### src/rtl/seq_div.sv
// Multi-cycle unsigned restoring divider: 16-bit dividend / 8-bit divisor, one quotient bit per clock.
// Optional zero-divisor short cut enabled by defining SEQ_DIV_ZERO_CHECK_EN.
module seq_div (
    input  logic        clk,
    input  logic        rst,
    input  logic        start,
    input  logic [15:0] y,
    input  logic [7:0]  b,
    output logic [15:0] q,
    output logic [7:0]  r,
    output logic        busy,
    output logic        done,
    output logic        dz
);

    typedef enum logic [1:0] {
        S_IDLE = 2'd0,
        S_RUN  = 2'd1,
        S_DONE = 2'd2
    } state_t;

    state_t      state_q, state_d;
    logic [3:0]  cnt_q, cnt_d;
    logic [8:0]  pr_q, pr_d;
    // Dividend bits leave at the MSB while quotient bits enter at the LSB.
    logic [15:0] dvd_q, dvd_d;
    logic [7:0]  dvs_q, dvs_d;
    logic [15:0] q_q, q_d;
    logic [7:0]  r_q, r_d;
    logic        busy_q, busy_d;
    logic        done_q, done_d;
    logic [8:0]  pr_shift;
    logic        q_bit;
`ifdef SEQ_DIV_ZERO_CHECK_EN
    logic        zero_q, zero_d;
    logic        dz_q, dz_d;
`endif

    always_comb begin
        state_d  = state_q;
        cnt_d    = cnt_q;
        pr_d     = pr_q;
        dvd_d    = dvd_q;
        dvs_d    = dvs_q;
        q_d      = q_q;
        r_d      = r_q;
        done_d   = 1'b0;
        pr_shift = {pr_q[7:0], dvd_q[15]};
        q_bit    = (pr_shift >= {1'b0, dvs_q});
`ifdef SEQ_DIV_ZERO_CHECK_EN
        zero_d   = zero_q;
        dz_d     = dz_q;
`endif
        case (state_q)
            S_IDLE: begin
                if (start) begin
                    dvd_d   = y;
                    dvs_d   = b;
                    pr_d    = 9'd0;
                    cnt_d   = 4'd0;
                    state_d = S_RUN;
`ifdef SEQ_DIV_ZERO_CHECK_EN
                    zero_d  = 1'b0;
                    // Preload exactly what the full iteration would produce for b==0.
                    if (b == 8'd0) begin
                        dvd_d   = 16'hFFFF;
                        pr_d    = {1'b0, y[7:0]};
                        zero_d  = 1'b1;
                        state_d = S_DONE;
                    end
`endif
                end
            end
            S_RUN: begin
                pr_d  = q_bit ? (pr_shift - {1'b0, dvs_q}) : pr_shift;
                dvd_d = {dvd_q[14:0], q_bit};
                cnt_d = cnt_q + 4'd1;
                if (cnt_q == 4'd15) begin
                    state_d = S_DONE;
                end
            end
            S_DONE: begin
                q_d     = dvd_q;
                r_d     = pr_q[7:0];
                done_d  = 1'b1;
                state_d = S_IDLE;
`ifdef SEQ_DIV_ZERO_CHECK_EN
                dz_d    = zero_q;
`endif
            end
            default: begin
                state_d = S_IDLE;
            end
        endcase
`ifdef SEQ_DIV_ZERO_CHECK_EN
        busy_d = (state_d == S_RUN) || ((state_d == S_DONE) && !zero_d);
`else
        busy_d = (state_d == S_RUN) || (state_d == S_DONE);
`endif
    end

    always_ff @(posedge clk) begin
        if (rst) begin
            state_q <= S_IDLE;
            cnt_q   <= 4'd0;
            pr_q    <= 9'd0;
            dvd_q   <= 16'd0;
            dvs_q   <= 8'd0;
            q_q     <= 16'd0;
            r_q     <= 8'd0;
            busy_q  <= 1'b0;
            done_q  <= 1'b0;
`ifdef SEQ_DIV_ZERO_CHECK_EN
            zero_q  <= 1'b0;
            dz_q    <= 1'b0;
`endif
        end else begin
            state_q <= state_d;
            cnt_q   <= cnt_d;
            pr_q    <= pr_d;
            dvd_q   <= dvd_d;
            dvs_q   <= dvs_d;
            q_q     <= q_d;
            r_q     <= r_d;
            busy_q  <= busy_d;
            done_q  <= done_d;
`ifdef SEQ_DIV_ZERO_CHECK_EN
            zero_q  <= zero_d;
            dz_q    <= dz_d;
`endif
        end
    end

    assign q    = q_q;
    assign r    = r_q;
    assign busy = busy_q;
    assign done = done_q;
`ifdef SEQ_DIV_ZERO_CHECK_EN
    assign dz   = dz_q;
`else
    assign dz   = 1'b0;
`endif

endmodule

### config.mk
export PLATFORM = sky130hd
export DESIGN_NAME = seq_div
export DESIGN_NICKNAME = d
export VERILOG_FILES = /design/src/rtl/seq_div.sv
export SDC_FILE = /design/constraint.sdc
export NUM_CORES = 1
export LEC_CHECK = 0
export ABC_AREA = 1
export BUFFER_PORTS_ARGS = -buffer_cell sky130_fd_sc_hd__clkbuf_2
export CAP_MARGIN = 20
export CORE_ASPECT_RATIO = 0.6
export CORE_MARGIN = 1.5
export CORE_UTILIZATION = 40
export DETAILED_ROUTE_END_ITERATION = 7
export GPL_TIMING_DRIVEN = 0
export PLACE_DENSITY = 0.62
export SLEW_MARGIN = 20
export SYNTH_ARGS = -nofsm -noshare
export SYNTH_HDL_FRONTEND = slang
export SYNTH_SLANG_ARGS = --single-unit
### constraint.sdc
create_clock -name clk -period 1.8 [get_ports clk]
set_input_delay 0.36 -clock clk [delete_from_list [all_inputs] [get_ports clk]]
set_output_delay 0.36 -clock clk [all_outputs]
set_load 0.02 [all_outputs]
==> results of run 1 <==
-- metrics by stage --
stage	total power [mW]	TNS (ps)	util, %
2_1_floorplan	2.864	0	-
3_3_place_gp	3.193	0	47.86
3_5_place_dp	3.219	0	47.86
4_1_cts	4.864	0	51.96
5_1_grt	5.621	-95.92	54.39
6_report	5.308	0	54.39
-- timing repair --
item	CTS	global route
gates resized for setup	2	23
pin swaps	0	4
endpoints found under the setup margin	2	9
setup buffers	0	2
hold endpoints to repair	0	0
-- area by class of cell --
class	count	area, um^2
well taps	87	108.9
plain buffers	18	103.9
multi-input cells	267	1501
clock buffers	14	274.0
repair buffers	54	287.8
fillers	658	3137
flip-flops and latches	64	1285
inverters	48	180.2
-- layer usage --
layer / wire length (um) / GRT usage (%)
met2: 3163 / 27.88
met5: 0 / 0
met3: 663 / 7.692
met1: 4181 / 32.86
met4: 104 / 6.389
-- power breakdown --
group	leakage (nW)	total (mW)	internal, mW	switching, mW
sequential	0.523	1.65	1.53	0.121
clock	0.135	1.63	1.03	0.605
combinational	1.12	2.02	0.824	1.20
total	1.77	5.31	3.38	1.92
-- registers in the layout, summed over array words and instances (netlist names), 2 cells and up --
name	count
dvd_q	16
q	16
dvs_q	8
pr_q	8
r	8
cnt_q	4
state_q	2
-- worst max path at each step --
stage	endpoint	slack [ps]
floorplan	pr_q[6]	240
global placement	pr_q[5]	8
detailed placement	pr_q[6]	3
CTS	pr_q[5]	0.8
global route	pr_q[6]	-40
finish	pr_q[6]	80
-- logic make-up after synthesis --
group | share of synthesized area (%)
buffers and inverters | 9.717
and+or+nand+nor | 24.31
adders and majority gates | 4.538
DFF | 43.84
other | 0.1283
xor gates and xnor gates | 0.8991
AOI/OAI and AO/OA | 16.57
-- cells in the final DEF, fill, tap and decap left out, drive strengths merged --
cell | Yosys | routed
conb | 1 | 1
ha | 9 | 9
o21ai | 36 | 36
clkbuf | 6 | 72
nand3 | 21 | 21
a21oi | 32 | 32
a31oi | 6 | 6
xnor2 | 1 | 1
dfxtp | 64 | 64
nor3 | 3 | 3
nand2 | 92 | 92
fa | 1 | 1
o21a | 1 | 1
nand4 | 3 | 3
buf | 12 | 14
inv | 48 | 48
a221oi | 2 | 2
xor2 | 2 | 2
nor2 | 48 | 48
a22oi | 9 | 9
-- critical path, delay by kind of cell (launching register included) --
family	cells	cell delay [ps]
simple gates	7	770
fa+ha+maj	1	290
compound gates	1	60
flops	1	300
buf+inv	2	160
==> impl_summary.txt, run 1 <==
----------------------------------------------------
[Outcome]
  Run status ... complete, no violations

[Route]
  Post-detailed-route wirelength per cell ... 14.70 um
  Avg Vias per Cell ... 5.036
  Detailed Route WL ... 8.113 mm
  Number of design-rule violations left by the first detailed-router iteration ... 237
  Count of unresolved DRC violations after routing ... 0
  Residual antenna-violating net count after detailed routing ... 0
  First-pass detailed-route iteration total ... 5
  Routed via count ... 2780

[Floorplanning]
  Row cnt ... 23
  Height of the chip ... 69.22 um
  Initial cell density of the core ... 42.50%
  Die boundary width ... 113.4 um
  I/O Pins ... 54
  Die Area ... 0.007846 mm^2
  Placeable core region ... 0.006878 mm^2

[Layout]
  Cell area after layout ... 0.003741 mm^2
  Layout cells sized above 1 ... 23.23%
  Synth-to-Final Area Change ... 28.00%
  # nets final ... 499
  Final cell count without fillers ... 552
  Diodes inserted ... 0

[Pwr]
  Power density normalized to cell area ... 1419 mW/mm^2
  Worst ir drop on vdd ... 0.6373 mV
  LEAKAGE ... 1.775 nW

[Placed design]
  PortBufs ... 52
  Final GP Congestion ... 0.8609
  Post-detailed-placement cell area ... 0.003292 mm^2
  Cells after DPL ... 536
  Final HPWL DP ... 5.709 mm
  Setup WS pre-CTS ... 3.351 ps

[Worst hold path]
  Hold path cells ... 3
  Type of the tightest min-delay check ... primary input to register
  Worst min-delay path startpoint ... b[0]
  End point of the most critical hold path ... dvs_q[0]

[GRT]
  GRT Overall Usage ... 21.57%
  Pin count of the biggest net entering global routing ... 11
  Initial antenna violation count ... 0
  Total global routing overflow ... 0
  Wire length of the first global-routing pass ... 12.77 mm
  Number of global-route vias before repair ... 2473

[Setup path]
  Required arrival time at the worst endpoint ... 2000 ps
  Critical Path Source ... dvs_q[4]
  R2R Path End ... pr_q[6]
  Cell chain of the critical path ... inv_1 -> ha_4 -> nand2_1 -> inv_1 -> nand4_1 -> nand2_2 -> nand2_8 -> nand2_8 -> nand2_1 -> nand3_1 -> a21oi_1
  Critical path start-end classification ... register to register
  Startpoint kind of the worst setup timing path ... register
  Worst setup slack for register-to-register paths ... 80 ps
  Critical Path Max Stage Delay ... 300 ps
  Capturing element type of the critical path ... register
  Source of the worst register-to-register timing path ... dvs_q[4]
  CP max FO ... 9
  Arrival time reported for the critical path endpoint ... 1920 ps
  Cell with the largest stage delay on the worst path ... sky130_fd_sc_hd__dfxtp_1
  Cell count of the worst reg-to-reg path ... 11

[Yosys]
  Flop and latch count out of synthesis ... 64
  Synthesized instance count ... 397
  Most repeated cell in the gate-level netlist after synthesis ... sky130_fd_sc_hd__nand2_1
  Top post-synthesis cells by count ... 90 x sky130_fd_sc_hd__nand2_1, 64 x sky130_fd_sc_hd__dfxtp_1, 46 x sky130_fd_sc_hd__inv_1, 44 x sky130_fd_sc_hd__nor2_1, 35 x sky130_fd_sc_hd__o21ai_0
  Number of enable-type register cells in the synthesized netlist ... 0
  Portion of synthesized cell area occupied by the leading cell type ... 43.84%
  Asr flop ratio synth ... 0%
  Post-synthesis cell area ... 0.002923 mm^2
  Post-synthesis cell type with the largest combined area ... sky130_fd_sc_hd__dfxtp_1
  Largest cells by area after synthesis ... sky130_fd_sc_hd__dfxtp_1 44%, sky130_fd_sc_hd__nand2_1 12%, sky130_fd_sc_hd__o21ai_0 6.0%, sky130_fd_sc_hd__inv_1 5.9%, sky130_fd_sc_hd__nor2_1 5.7%
  Mean instance size in the synthesized netlist ... 7.362 um^2
  Post-synthesis net count ... 434
  Yosys warns ... 0
  Number of distinct library cells after synthesis ... 31
  Sequential fraction of the synthesis area ... 43.84%
  Commonest register cell after synthesis ... sky130_fd_sc_hd__dfxtp_1

[STA]
  Worst path setup slack after routing ... 83.30 ps
  Relative slew slack ... 60.50%
  Number of failing setup endpoints in the final timing report ... 0
  Transition time at the pin with the least slew margin ... 592.5 ps
  Shortest period the worst path allows ... 1717 ps
  Final Skew ... 3.912 ps
  Final hold violation count ... 0
  Share of the cycle needed by the critical path after routing ... 95.37%
  Smallest hold slack ... 269.5 ps
  Slew Viols, Final ... 0
  Highest clock rate ... 0.5825 GHz

[Clock network]
  Clock root buffer ... sky130_fd_sc_hd__clkbuf_16
  CTS tree ... yes
  Latest clock arrival within the worst-skew pair ... 340 ps
  Clock transition at the registers of the reported paths ... 50 ps
  Clock sink count ... 64
  H-tree depth ... 3
  Cts bufs inserted ... 9
  Deepest clock path buffer count ... 2
  Hold buffers post-CTS ... 0

[Flow run]
  Max cap viols ... 0

----------------------------------------------------
Note: power is estimated with default switching activity, not from simulation.
==> inputs of run 2 (changes only) <==
RECOVER_POWER = 25   (was default)
REMOVE_ABC_BUFFERS = 1   (was default)
SLEW_MARGIN = 10   (was 20)
==> impl_summary.txt, run 2 (synthesized netlist as in run 1, its figures left out) <==
----------------------------------------------------
[Outcome]
  Run status ... complete, no violations

[Placed design]
  Final GP Congestion ... 0.8006
  Final HPWL DP ... 4.982 mm
  Setup WS pre-CTS ... -268.4 ps
  Post-detailed-placement cell area ... 0.003244 mm^2
  Cells after DPL ... 521
  PortBufs ... 52

[GRT]
  Global-route met3 utilization ... 5.332%
  Wire length of the first global-routing pass ... 11.96 mm
  Met1 usage ... 27.84%
  Pin count of the biggest net entering global routing ... 28
  Total global routing overflow ... 0
  Initial antenna violation count ... 0
  Grt met2 use ... 28.55%
  Busiest layer in global routing ... met2
  Number of global-route vias before repair ... 2469
  GRT Overall Usage ... 19.62%

[Clock network]
  Hold buffers post-CTS ... 0
  Clock sink count ... 64
  Cts bufs inserted ... 9
  Deepest clock path buffer count ... 2
  Latest clock arrival within the worst-skew pair ... 330 ps
  Clock transition at the registers of the reported paths ... 50 ps
  H-tree depth ... 3
  Clock root buffer ... sky130_fd_sc_hd__clkbuf_16
  CTS tree ... yes

[Pwr]
  Power density normalized to cell area ... 1421 mW/mm^2
  Worst ir drop on vdd ... 0.5591 mV
  LEAKAGE ... 1.733 nW
  Power Total ... 5.317 mW

[Route]
  Detailed Route WL ... 7.852 mm
  Count of unresolved DRC violations after routing ... 0
  Avg Vias per Cell ... 5.004
  Residual antenna-violating net count after detailed routing ... 0
  Number of design-rule violations left by the first detailed-router iteration ... 148
  Routed via count ... 2752
  First-pass detailed-route iteration total ... 4
  Post-detailed-route wirelength per cell ... 14.28 um

[STA]
  Smallest hold slack ... 282.3 ps
  Post-Route Setup TNS ... 0 ps
  Final hold violation count ... 0
  Share of the cycle needed by the critical path after routing ... 96.69%
  Shortest period the worst path allows ... 1740 ps
  Highest clock rate ... 0.5746 GHz
  Final Skew ... 3.686 ps
  Relative slew slack ... 57.91%
  Worst path setup slack after routing ... 59.55 ps
  Slew Viols, Final ... 0
  Number of failing setup endpoints in the final timing report ... 0
  Transition time at the pin with the least slew margin ... 630.7 ps

[Layout]
  Core Util, Final ... 54.39%
  Synth-to-Final Area Change ... 28.00%
  Cell area after layout ... 0.003741 mm^2
  Top library cells by usage in the layout, fill and taps aside ... 89 x sky130_fd_sc_hd__nand2_1, 61 x sky130_fd_sc_hd__dfxtp_1, 44 x sky130_fd_sc_hd__inv_1, 42 x sky130_fd_sc_hd__nor2_1, 35 x sky130_fd_sc_hd__o21ai_0
  # nets final ... 496
  Commonest non-fill, non-tap cell in the layout ... sky130_fd_sc_hd__nand2_1
  Diodes inserted ... 0
  Final cell count without fillers ... 550
  Layout cells sized above 1 ... 19.65%

[Setup path]
  Capturing element type of the critical path ... register
  Source of the worst register-to-register timing path ... dvd_q[15]
  Critical Path Source ... dvd_q[15]
  Required arrival time at the worst endpoint ... 1990 ps
  CP max FO ... 3
  Arrival time reported for the critical path endpoint ... 1930 ps
  Startpoint kind of the worst setup timing path ... register
  Critical path start-end classification ... register to register

[Floorplanning]
  Height of the chip ... 69.22 um
  Initial cell density of the core ... 42.50%
  I/O Pins ... 54
  Die boundary width ... 113.4 um
  Placeable core region ... 0.006878 mm^2
  Die Area ... 0.007846 mm^2
  Row cnt ... 23

[Flow run]
  Max cap viols ... 0

[Worst hold path]
  Worst min-delay path startpoint ... y[8]
  Type of the tightest min-delay check ... primary input to register

----------------------------------------------------
-- run 2: cell types whose count changed in the layout (fill, tap and decap cells not counted), moves of 4 or more --
cell,delta
sky130_fd_sc_hd__clkbuf_2,-21
sky130_fd_sc_hd__buf_4,+8
sky130_fd_sc_hd__buf_2,-5
sky130_fd_sc_hd__clkbuf_1,+13
sky130_fd_sc_hd__nor2_4,+4
-- run 2: final timing paths --
check / end / slack, ps / cells past startpoint
hold / removal: dvd_q[8] / 280 / 3
hold reg to reg: cnt_q[3] / 460 / 2
setup / recovery: pr_q[6] / 60 / 11
setup reg to reg: pr_q[6] / 60 / 11
-- run 2: final cells by class --
class,instances,area (um^2)
sequential,64,1285
fill,671,3137
tap,87,108.9
timing repair buffer,66,370.4
clock buffer,12,266.5
inverter,48,183.9
clock inverter,3,40.04
multi-input combinational,270,1486
-- run 2: layer usage --
layer,vias up,share of wire (%)
li1,1412,-
met5,-,0
met1,1259,53
met4,0,0.78
met2,75,41
met3,6,5.2
-- run 2: where the power goes --
part,total [mW],internal (mW),switching [mW]
Sequential,1.64,1.53,0.112
Combinational,1.89,0.766,1.13
Clock,1.78,1.17,0.609
-- run 2: repair_timing --
item                                    CTS  global route
setup buffers                             1            10
endpoints found under the setup margin   31            34
endpoints found under the hold margin     0             0
cloned                                    0             3
pin swaps                                 1             6
gates resized for setup                   3            19
-- run 2: worst max-delay path, cell delays in order, from the launching register on --
cell and delay [ps]:
sky130_fd_sc_hd__dfxtp_1 330, sky130_fd_sc_hd__inv_1 70, sky130_fd_sc_hd__ha_1 240, sky130_fd_sc_hd__fa_2 380, sky130_fd_sc_hd__inv_2 90, sky130_fd_sc_hd__nand3_1 100
sky130_fd_sc_hd__nand3_1 80, sky130_fd_sc_hd__nand2_1 50, sky130_fd_sc_hd__nand2_1 60, sky130_fd_sc_hd__nand2_1 60, sky130_fd_sc_hd__nand3_1 70, sky130_fd_sc_hd__a21oi_1 70
